`src/rtl/gb_cpu_sequencer.sv`:
```
// SM83 M-cycle micro-op sequencer: walks a decoded schedule, handles CB prefix, IME/EI delay,
// HALT and interrupt-dispatch injection. Optional macro GB_CPU_SEQ_HALT_BUG_EN enables the HALT bug.
module gb_cpu_sequencer #(
  parameter int                CTRL_W     = 64,
  parameter int                MAX_STEPS  = 6,
  parameter int                IRQ_STEPS  = 5,
  parameter logic [CTRL_W-1:0] FETCH_CTRL = '0,
  localparam int               CNT_W      = $clog2(MAX_STEPS + 1)
) (
  input  logic                          clk,
  input  logic                          reset,
  input  logic [MAX_STEPS*CTRL_W-1:0]   sched_ctrl,
  input  logic [CNT_W-1:0]              sched_len,
  input  logic                          sched_cb_next,
  input  logic                          sched_ei,
  input  logic                          sched_di,
  input  logic                          sched_halt,
  input  logic [IRQ_STEPS*CTRL_W-1:0]   irq_ctrl,
  input  logic                          cond_not_met,
  input  logic                          irq_pending,
  output logic [CTRL_W-1:0]             control_next,
  output logic [CNT_W-1:0]              step_idx,
  output logic                          cb_prefix_o,
  output logic                          ime,
  output logic                          irq_ack,
  output logic                          halted,
  output logic                          halt_bug,
  output logic [1:0]                    dbg_state
);

  localparam logic [1:0] S_EXEC = 2'd0;
  localparam logic [1:0] S_HALT = 2'd1;
  localparam logic [1:0] S_DISP = 2'd2;

  logic [1:0]        state_q, state_d;
  logic [CTRL_W-1:0] ctrl_q, ctrl_d;
  logic [CNT_W-1:0]  step_q, step_d;
  logic              cb_q, cb_d;
  logic              ime_q, ime_d;
  logic              eid_q, eid_d;
  logic              ack_q, ack_d;
  logic              halted_q, halted_d;
  logic              bug_q, bug_d;

  logic [CNT_W-1:0]  len_eff;
  logic [CNT_W-1:0]  step_inc;
  logic              last_step;
  logic              irq_take;

  always_comb begin
    if (sched_len == '0)                         len_eff = CNT_W'(1);
    else if (sched_len > CNT_W'(MAX_STEPS))      len_eff = CNT_W'(MAX_STEPS);
    else                                         len_eff = sched_len;
  end

  assign step_inc  = step_q + CNT_W'(1);
  assign last_step = (step_q >= len_eff - CNT_W'(1));
  // Never interrupt between 0xCB and its suffix, nor right after a suffix.
  assign irq_take  = ime_q & irq_pending & ~cb_q & ~(sched_cb_next & ~cond_not_met);

  always_comb begin
    state_d  = state_q;
    ctrl_d   = ctrl_q;
    step_d   = step_q;
    cb_d     = cb_q;
    ime_d    = ime_q;
    eid_d    = eid_q;
    ack_d    = 1'b0;
    halted_d = halted_q;
    bug_d    = 1'b0;
    case (state_q)
      S_EXEC: begin
        if (!last_step && !cond_not_met) begin
          step_d = step_inc;
          ctrl_d = sched_ctrl[int'(step_inc)*CTRL_W +: CTRL_W];
        end else begin
          step_d = '0;
          ctrl_d = FETCH_CTRL;
          cb_d   = sched_cb_next & ~cond_not_met;
          if (eid_q) begin
            ime_d = 1'b1;
            eid_d = 1'b0;
          end
          if (sched_ei) eid_d = 1'b1;
          if (sched_di) begin
            ime_d = 1'b0;
            eid_d = 1'b0;
          end
          if (irq_take) begin
            state_d = S_DISP;
            ctrl_d  = irq_ctrl[CTRL_W-1:0];
            ime_d   = 1'b0;
            eid_d   = 1'b0;
            ack_d   = 1'b1;
            cb_d    = 1'b0;
          end else if (sched_halt) begin
`ifdef GB_CPU_SEQ_HALT_BUG_EN
            if (!ime_q && irq_pending) begin
              bug_d = 1'b1;
            end else begin
              state_d  = S_HALT;
              halted_d = 1'b1;
            end
`else
            state_d  = S_HALT;
            halted_d = 1'b1;
`endif
          end
        end
      end
      S_HALT: begin
        ctrl_d = FETCH_CTRL;
        step_d = '0;
        if (irq_pending) begin
          halted_d = 1'b0;
          state_d  = S_EXEC;
          if (ime_q) begin
            state_d = S_DISP;
            ctrl_d  = irq_ctrl[CTRL_W-1:0];
            ime_d   = 1'b0;
            eid_d   = 1'b0;
            ack_d   = 1'b1;
          end
        end
      end
      S_DISP: begin
        if (step_q < CNT_W'(IRQ_STEPS - 1)) begin
          step_d = step_inc;
          ctrl_d = irq_ctrl[int'(step_inc)*CTRL_W +: CTRL_W];
        end else begin
          state_d = S_EXEC;
          step_d  = '0;
          ctrl_d  = FETCH_CTRL;
        end
      end
      default: begin
        state_d = S_EXEC;
        step_d  = '0;
        ctrl_d  = FETCH_CTRL;
      end
    endcase
  end

  always_ff @(posedge clk or posedge reset) begin
    if (reset) begin
      state_q  <= S_EXEC;
      ctrl_q   <= FETCH_CTRL;
      step_q   <= '0;
      cb_q     <= 1'b0;
      ime_q    <= 1'b0;
      eid_q    <= 1'b0;
      ack_q    <= 1'b0;
      halted_q <= 1'b0;
      bug_q    <= 1'b0;
    end else begin
      state_q  <= state_d;
      ctrl_q   <= ctrl_d;
      step_q   <= step_d;
      cb_q     <= cb_d;
      ime_q    <= ime_d;
      eid_q    <= eid_d;
      ack_q    <= ack_d;
      halted_q <= halted_d;
      bug_q    <= bug_d;
    end
  end

  assign control_next = ctrl_q;
  assign step_idx     = step_q;
  assign cb_prefix_o  = cb_q;
  assign ime          = ime_q;
  assign irq_ack      = ack_q;
  assign halted       = halted_q;
  assign halt_bug     = bug_q;
  assign dbg_state    = state_q;

endmodule
```
`config.mk`:
```
export PLATFORM = sky130hd
export DESIGN_NAME = gb_cpu_sequencer
export DESIGN_NICKNAME = d
export VERILOG_FILES = /design/src/rtl/gb_cpu_sequencer.sv
export SDC_FILE = /design/constraint.sdc
export NUM_CORES = 1
export LEC_CHECK = 0
export CORE_AREA = 3 3 308 310
export DETAILED_ROUTE_END_ITERATION = 8
export DIE_AREA = 0 0 311 313
export SYNTH_ARGS = -nofsm -noshare
export SYNTH_HDL_FRONTEND = slang
export SYNTH_SLANG_ARGS = --single-unit
export TNS_END_PERCENT = 20
```
`constraint.sdc`:
```
create_clock -name clk -period 2.2 [get_ports clk]
set_input_delay 0.33 -clock clk [delete_from_list [all_inputs] [get_ports clk]]
set_output_delay 0.33 -clock clk [all_outputs]
set_load 0.01 [all_outputs]
```
==> Word level (Yosys, flattened, before mapping) <==
Cells that the tools add are included.
Widths: inputs -> output; s select.
{ "totals": {"regBits": 74, "latch_bits": 0, "ramBits": 0, "mem_bits_ro": 0, "wordCells": 85, "memories": 0} }
{ "op_classes": {"add_sub_neg": 2, "n_mul": 0, "div_mod_pow": 0, "n_lt_le_gt_ge": 3, "eq_ne": 10, "shifts": 2, "muxes": 41, "bitwise": 8, "reduce_logical": 11} }
{ "op_table": {"columns": ["op", "count"], "rows": [
  ["$shiftx 384x10->64", 1],
  ["$mux 64", 5],
  ["$shiftx 320x10->64", 1],
  ["$pmux 64 s3", 1],
  ["$mux 1", 19],
  ["$mux 2", 6],
  ["$mux 3", 4],
  ["$ne 2x2->1 const B", 6],
  ["$reduce_and 4->1", 3],
  ["$pmux 1 s2", 4],
  ["$pmux 2 s3", 1],
  ["$pmux 3 s2", 1],
  ["$reduce_and 5->1", 1],
  ["$and 1x1->1", 4],
  ["$ne 4x4->1 const B", 1],
  ["$not 1->1", 4],
  ["$add 3x1->3 const B", 1],
  ["$ge 3x3->1", 1],
  ["$gt 3x3->1 const B", 1],
  ["$logic_not 3->1", 1],
  ["$lt 3x3->1 const B", 1],
  ["$ne 3x3->1 const B", 1],
  ["$sub 3x1->3 const B", 1],
  ["$eq 2x1->1 const B", 1],
  ["other kinds (6)", 7]
]} }

==> Logic depth before layout (Yosys ltp) <==
Gate-level depths: netlist of the first run.
{ "depth": {"word_depth": 9, "depth_mapped": 13, "ltp_nobuf": 11} }

==> Worst setup path before layout of the first run <==
OpenSTA, ideal clock, no wires.
{ "synth_path": {"path_kind": "input to register", "from": "in sched_len[0]", "to": "reg ctrl_q[8], in the netlist control_next[8]", "arrival_time_ns": 2.338, "t_required_ns": 2.074, "slack_ns": -0.264, "stages": 12, "n_path_buf": 2, "path_cell_list": "inv_1 a21oi_1 a21oi_1 ha_1 xnor2_1 ha_1 a211oi_1 o21ai_2 o2bb2ai_1 buf_2 buf_2 a221o_1"} }
{ "synth_between": {"elab_chain_len": 9, "elab_cells_between_ends": 10} }
{ "synth_rtl": {"columns": ["item", "line_no", "rtl"], "rows": [
  ["from (decl)", "13", "input logic [CNT_W-1:0] sched_len,"],
  ["$gt 3x3->1", "52", "else if (sched_len > CNT_W'(MAX_STEPS)) len_eff = CNT_W'(MAX_STEPS);"],
  ["$mux 3", "52", null],
  ["$mux 3 (*)", "51", "if (sched_len == '0) len_eff = CNT_W'(1);"],
  ["$sub 3x1->3 (*)", "57", "assign last_step = (step_q >= len_eff - CNT_W'(1));"],
  ["$ge 3x3->1 (*)", "57", null],
  ["$logic_not 1->1 (*)", "73", "if (!last_step && !cond_not_met) begin"],
  ["$logic_and 1x1->1 (*)", "73", null],
  ["$mux 64 (*)", "73", null],
  ["$pmux 64 s3 (*)", "71", "case (state_q)"],
  ["named net ctrl_d[8]", "36", "logic [CTRL_W-1:0] ctrl_q, ctrl_d;"],
  ["to (signal assigned)", "157", "ctrl_q <= ctrl_d;"],
  ["to (decl)", "36", null]
]} }
Mark *: on every way through the listed nets, which the timed path passes. The rest lies on a longest branch.
A chain may end at the register's enable or synchronous reset.

==> Worst setup path after layout of the first run <==
{ "layout_path": {"from": "reg step_q[0], in the netlist step_idx[0]", "to": "reg ctrl_q[63], in the netlist control_next[63]"} }
{ "layout_between": {"elab_chain_len": 5, "elab_cells_between_ends": 10} }
{ "layout_rtl": {"columns": ["item", "line_no", "rtl"], "rows": [
  ["from (decl)", "37", "logic [CNT_W-1:0] step_q, step_d;"],
  ["from (signal assigned)", "158", "step_q <= step_d;"],
  ["branches (longest 4 deep; another with $add 3x1->3)", null, null],
  ["$pmux 64 s3 (*)", "71", null],
  ["named net ctrl_d[63]", "36", null]
]} }
Mark *: on every way through the listed nets, which the timed path passes.

==> impl_results.md, run 1 <==
* RSZ-0062 raised after global routing: yes
* Setup TNS at -2830 ps
* CP required at 2460 ps
* PortBufs at 787
* Placer Congestion at just under 0.9
* Net Count, Synth at about 1700
* Die area at 97340 um2
* Tcrit/Tclk final at 104.9%
* Library cells used by synthesis at 39
* Internal power at roughly 0.012 W
* Clk pwr share at ~7.5%
* Syn Inst Count at 967
* Sw Ratio at between 40% and 50%
* Total congestion overflow at 0
* Via density per instance at 4.118
* Most used DFF post-synth: dfrtp_1
* Starting density of the core at 9.443%
* Placed wire-length estimate at 62260 um
* Final Setup Violations at 60
* Seq/Total Area, Yosys at 21.33%
* Initial antenna violation count at 22
* Worst slew pin tran at 546.0 ps
* Initial DRC count at 760
* P_sw at 0.01032 W
* Reg2reg setup slack at -110 ps
* Failing checks: setup timing
* Num ports at 789
* Ys Warns at 0
* Layout cells sized above 1 at 19.82%
* R2r endpoint: control_next[63]
* Asr flop ratio synth at 100.0%
* Final core occ at roughly 23%
* CTS sink cnt at 74
* Final ANT Viol Nets at 0
* Largest net degree at the start of global routing at 60
* Setup crit end kind: flop
* Final Hold Viols at 0
* Fin nets at 2528
* H-tree depth at 3
* Final-report max-slew violation count at 0
* TritonCTS clock tree: built
* IR drop worst, VDD at 0.7575 mV
* Chip Width at 311 um
* Final Critical Period at 2308 ps
* Clock slew at reported path FFs at 80 ps
* Vias at around 13000
* Slew HR at 63.48%
* R2R Path Start: step_idx[0]
* Combinational Power Share at ~83%
* DRC at 0
* Achievable Freq at about 430 MHz
* Pleak at 7.416 nW
* GRT Util Overall at between 10% and 20%
* Mapped Area at 8682 um2
* Layout area overhead at 140.3%
* Cell depth of the worst flop-to-flop path at 9
* Critical Path Start Type: flop
* Clock Skews at 13.97 ps
* Sequential power share at 9.6%
* # hold bufs at CTS at 0
* TritonRoute pass-1 iters at 8
* Num rows at 111
* Die H at around 310 um
* Max-cap violations at 0
* Power per cell area at 1081 nW/um2
* Outcome: finished, violations left
* CTS max path bufs at 2
* Critical Path AT at about 2600 ps
* Setup crit end: control_next[63]
* CP startpoint: step_idx[0]
* Placeable Area at about 92000 um2
* Synth Area per Inst at 8.978 um2
* Top fanout value on the critical path at 13
* Total CTS buffers at 9
* FF+latch count, synth at 74
* Root Buffer: clkbuf_16
* Global-route wire length before repair at 106300 um
* EDFF count, synth at 0
* WL/cell at 26.32 um
* Worst setup margin at -108.4 ps
* Worst Hold Class: in -> async
* Drt total wl at 80480 um
* Vias in the first global route at 13120
* Clock latency on the worst-skew pair at about 390 ps
* Crit Path Class: reg -> reg
## layout by cell type (no fill, tap or decap), types with 6 or more instances in the layout
cell	count
a211oi_1	48
a211oi_2	17
a21oi_1	46
a21oi_2	19
a221o_1	63
buf_12	37
buf_16	15
buf_4	83
buf_6	16
buf_8	6
clkbuf_16	13
clkdlybuf4s50_1	783
dfrtp_1	73
mux2_2	56
mux2_4	9
mux2i_1	191
nand2_1	6
nor2_1	12
o21ai_0	100
o21ai_1	27
o221ai_1	14
o221ai_2	40
o221ai_4	9
o22a_1	62
## repair_timing
action | 4_1_cts | 5_1_grt
gates cloned | 14 | 4
setup buffers | 28 | 9
pin swaps | 26 | 41
endpoints found under the setup margin | 74 | 71
resized for setup | 142 | 75
## kinds of logic after synthesis
family / after synthesis / synth area share (%)
AO/OA/AOI/OAI: 461 / 37.80
XOR/XNOR: 1 / 0.1009
adder cells (fa/ha/maj): 6 / 0.8647
buffers and inverters: 132 / 7.177
flip-flops: 74 / 21.33
multiplexers: 258 / 30.68
other: 1 / 0.04319
AND/OR/NAND/NOR: 34 / 2.003
## critical path, stage by stage, from the launching register on
cell	delay [ps]
dfrtp_4	480
ha_4	170
ha_4	320
buf_12	130
or2_4	180
buf_12	180
buf_4	150
o22a_1	160
o21ai_0	100
a221o_1	300
## Yosys cell counts, types with 3 or more instances
cell | instances | area [um2]
o221ai_1 | 63 | 551.8
buf_1 | 8 | 30.03
buf_6 | 7 | 78.83
inv_1 | 7 | 26.28
dfrtp_1 | 74 | 1852
o21ai_0 | 127 | 635.6
a21oi_1 | 69 | 345.3
nand2_1 | 6 | 22.52
nor3_1 | 4 | 20.02
nor2b_1 | 3 | 18.77
o22a_1 | 63 | 551.8
mux2i_1 | 193 | 1932
mux2_2 | 65 | 732.0
buf_4 | 4 | 30.03
a211oi_1 | 65 | 488.0
ha_1 | 6 | 75.07
buf_2 | 48 | 240.2
clkbuf_1 | 57 | 214.0
nor2_1 | 12 | 45.04
a221o_1 | 63 | 630.6
or2_1 | 3 | 18.77
o21ai_1 | 3 | 15.01
## layout make-up
| type | count | area [um2] |
|---|---|---|
| repair buffers | 951 | 10110 |
| flip-flops and latches | 74 | 1856 |
| inverters | 8 | 45.04 |
| clock inverters | 3 | 40.04 |
| multi-input cells | 763 | 7007 |
| clock buffers | 12 | 246.5 |
| well taps | 1243 | 1555 |
| diodes | 4 | 10.01 |
| fillers | 10100 | 71080 |
## layer usage
| layer | vias up | wire [um] | track usage [%] |
|---|---|---|---|
| met3 | 141 | 6327 | 4.397 |
| met4 | 14 | 2586 | 4.870 |
| li1 | 5634 | - | - |
| met1 | 6065 | 33020 | 18.93 |
| met2 | 738 | 38460 | 26.51 |
| met5 | - | 92 | 0 |
## power groups by stage
stage / Clock [W] / Sequential, W / Combinational [W]
after global routing: 0.00182 / 0.00220 / 0.0199
after detailed placement: 0 / 0.00218 / 0.0149
final: 0.00169 / 0.00216 / 0.0187
after global placement: 0 / 0.00219 / 0.0148
after CTS: 0.00180 / 0.00216 / 0.0180
after floorplan: 0 / 0.00233 / 0.00736
## through the flow
stage / setup WS, ps / cell area (um2) / power, W / instances / hold WS (ps)
floorplan: -82.95 / 8755 / 0.009686 / 967 / 467.1
global placement: -837.8 / 18850 / 0.01698 / 2987 / 512.1
detailed placement: -827.7 / 18850 / 0.01704 / 2987 / 523.6
CTS: -116.6 / 20320 / 0.02196 / 3041 / 304.3
global route: -255.2 / 20860 / 0.02389 / 3057 / 325.8
finish: -108.4 / 20870 / 0.02255 / 3058 / 318.6
## state kept, by name, indices dropped and copies added (netlist names)
| signal | count |
|---|---|
| halted | 1 |
| control_next | 64 |
| dbg_state | 2 |
| eid_q | 1 |
| cb_prefix_o | 1 |
| irq_ack | 1 |
| ime | 1 |
| step_idx | 3 |
## how the worst min path moves through the flow
stage	slack (ps)	cells past startpoint	endpoint
6_report	320	3	control_next[0]
5_1_grt	330	3	control_next[38]
4_1_cts	300	3	control_next[38]
3_5_place_dp	520	2	eid_q
3_3_place_gp	510	2	eid_q
2_1_floorplan	470	2	eid_q
Power figures use the tool's default switching activity.
==> run 2, diff against run 1 <==
Settings changed: SKIP_CTS_REPAIR_TIMING set to 1.
==> run 2 against run 1 <==
Compared with the run above: the flow still finishes with violations (setup timing); critical path depth decreased by 2; clock power about the same; flip-flop and latch count unchanged; combinational power decreased by 13%; largest cell class unchanged; highest routed layer unchanged.
==> impl_results.md, run 2 (synthesis results as in run 1) <==
* Outcome: finished, violations left (unchanged)
* Failing checks: setup timing (unchanged)
* Clock Skews at 13.89 ps (was 13.97 ps)
* Vias in the first global route at 12650 (was 13120)
* Critical path's slowest cell: o21ai_0 (was dfrtp_4)
* Num rows at 111 (unchanged)
* Worst setup margin at -166.5 ps (was -108.4 ps)
* Vias at 12280 (was 12590)
* Critical Path AT at 2690 ps (was 2570 ps)
* Setup TNS at -3310 ps (was -2830 ps)
* Total congestion overflow at 0 (unchanged)
* Fin nets at 2493 (was 2528)
* Initial DRC count at 823 (was 760)
* Worst Hold Class: in -> async (unchanged)
* Most common cell after layout, fill and taps aside: clkdlybuf4s50_1 (unchanged)
* TritonCTS clock tree: built (unchanged)
* Cells along the critical path: ha_4 > ha_4 > nand2b_4 > buf_4 > buf_12 > o21ai_0 > a221o_1 (was ha_4 > ha_4 > buf_12 > or2_4 > buf_12 > buf_4 > o22a_1 > o21ai_0 > a221o_1)
* Layout cells sized above 1 at 15.93% (was 19.82%)
* TritonRoute pass-1 iters at 5 (was 8)
* Root Buffer: clkbuf_16 (unchanged)
* H-tree depth at 3 (unchanged)
* CP top delay family: compound AO/OA/AOI/OAI gates (unchanged)
* Die H at 313 um (unchanged)
* Drt total wl at 76200 um (was 80480 um)
* Clock slew at reported path FFs at 80 ps (about the same)
* Die area at 97340 um2 (unchanged)
* Placed wire-length estimate at 62260 um (unchanged)
* R2R Path Start: step_idx[0] (unchanged)
* RSZ-0062 raised after global routing: yes (unchanged)
* Layout area overhead at 129.6% (was 140.3%)
* Top fanout value on the critical path at 36 (was 13)
* Slew HR at 53.00% (was 63.48%)
* Final Hold Viols at 0 (unchanged)
* Achievable Freq at 422.6 MHz (was 433.2 MHz)
* Worst slew pin tran at 697.7 ps (was 546.0 ps)
* Final core occ at 21.68% (was 22.69%)
* DRC at 0 (unchanged)
* Clock latency on the worst-skew pair at 390 ps (about the same)
* Max-cap violations at 0 (unchanged)
* Most used cell, CP: ha_4
* Final-report max-slew violation count at 0 (unchanged)
* Final Critical Period at 2366 ps (was 2308 ps)
* Reg2reg setup slack at -170 ps (was -110 ps)
* R2r endpoint: control_next[62] (was control_next[63])
* IR drop worst, VDD at 0.7093 mV (was 0.7575 mV)
* Global-route wire length before repair at 99400 um (was 106300 um)
* Setup crit end kind: flop (unchanged)
* Chip Width at 311 um (unchanged)
* CTS sink cnt at 74 (unchanged)
* Total CTS buffers at 9 (unchanged)
* Num ports at 789 (unchanged)
* PortBufs at 787 (unchanged)
* GRT Util Overall at 14.37% (was 15.57%)
* Highest-count cells in the layout ignoring fill and taps: 784 x clkdlybuf4s50_1, 192 x mux2i_1, 126 x o21ai_0, 80 x buf_4, 73 x dfrtp_1 (was 783 x clkdlybuf4s50_1, 191 x mux2i_1, 100 x o21ai_0, 83 x buf_4, 73 x dfrtp_1)
* CTS max path bufs at 2 (unchanged)
* Largest net degree at the start of global routing at 60 (unchanged)
* CP required at 2530 ps (was 2460 ps)
* Placeable Area at 91940 um2 (unchanged)
* Starting density of the core at 9.443% (unchanged)
* Largest stage delay, worst path at 610 ps (was 480 ps)
* WL/cell at 25.20 um (was 26.32 um)
* Cell depth of the worst flop-to-flop path at 7 (was 9)
* Crit Path Class: reg -> reg (unchanged)
* Initial antenna violation count at 22 (unchanged)
* Power per cell area at 1006 nW/um2 (was 1081 nW/um2)
* Buffers plus inverters on the worst setup path at 2 (was 3)
* Via density per instance at 4.061 (was 4.118)
* Pleak at 7.016 nW (was 7.416 nW)
* Placer Congestion at 0.8643 (unchanged)
* Number of flip-flops under the largest register name at 64 (unchanged)
* Tcrit/Tclk final at 107.6% (was 104.9%)
* Critical Path Start Type: flop (unchanged)
* Final Setup Violations at 57 (was 60)
* Final ANT Viol Nets at 0 (unchanged)
## run 2: where the power goes
group	switching, W	internal [W]
combinational	0.00830	0.00790
clock	0.000784	0.000905
sequential	0.000262	0.00190
## run 2: final cells by class
cell class                      instances  area [um2]
Sequential cell                        74        1856
Fill cell                           10180       72010
Antenna cell                            5       12.51
Clock buffer                           12       246.5
Clock inverter                          3       40.04
Multi-Input combinational cell        762        6730
Tap cell                             1243        1555
Inverter                                8       42.54
Timing Repair Buffer                  917        9448
## run 2: tightest hold or removal path, cell delays in order
cell             delay, ps
clkdlybuf4s50_1        450
inv_4                  100
buf_12                 220
## run 2: worst max-delay path by stage
stage            startpoint               end  slack (ps)  depth (start not counted)
2_1_floorplan  sched_len[1]   control_next[8]         -80                         11
3_3_place_gp   sched_len[0]  control_next[53]        -840                         12
3_5_place_dp   sched_len[0]  control_next[24]        -830                         12
4_1_cts        sched_len[0]  control_next[24]        -380                         12
5_1_grt         step_idx[0]  control_next[47]        -200                          9
6_report        step_idx[0]  control_next[62]        -170                          7
## run 2: metrics by stage
step / instance area, um2 / setup WS, ps / total power (W) / hold slack, ps / cells
after floorplan: 8755 / -82.95 / 0.009686 / 467.1 / 967
after global placement: 18850 / -837.8 / 0.01698 / 512.1 / 2987
after detailed placement: 18850 / -827.7 / 0.01704 / 523.6 / 2987
after CTS: 19140 / -384.6 / 0.01887 / 304.3 / 3002
after global routing: 19930 / -201.4 / 0.02125 / 332.7 / 3022
final: 19930 / -166.5 / 0.02005 / 322.1 / 3024
## run 2: routing by layer
| metal | vias up | wire length (um) | GRT usage, % | share of wire (%) |
|---|---|---|---|---|
| met4 | 12 | 1749 | 3.881 | 2.3 |
| met5 | - | 74 | 0 | 0.097 |
| met1 | 5967 | 31920 | 17.41 | 42 |
| li1 | 5554 | - | - | - |
| met2 | 653 | 36830 | 24.88 | 48 |
| met3 | 93 | 5628 | 4.000 | 7.4 |
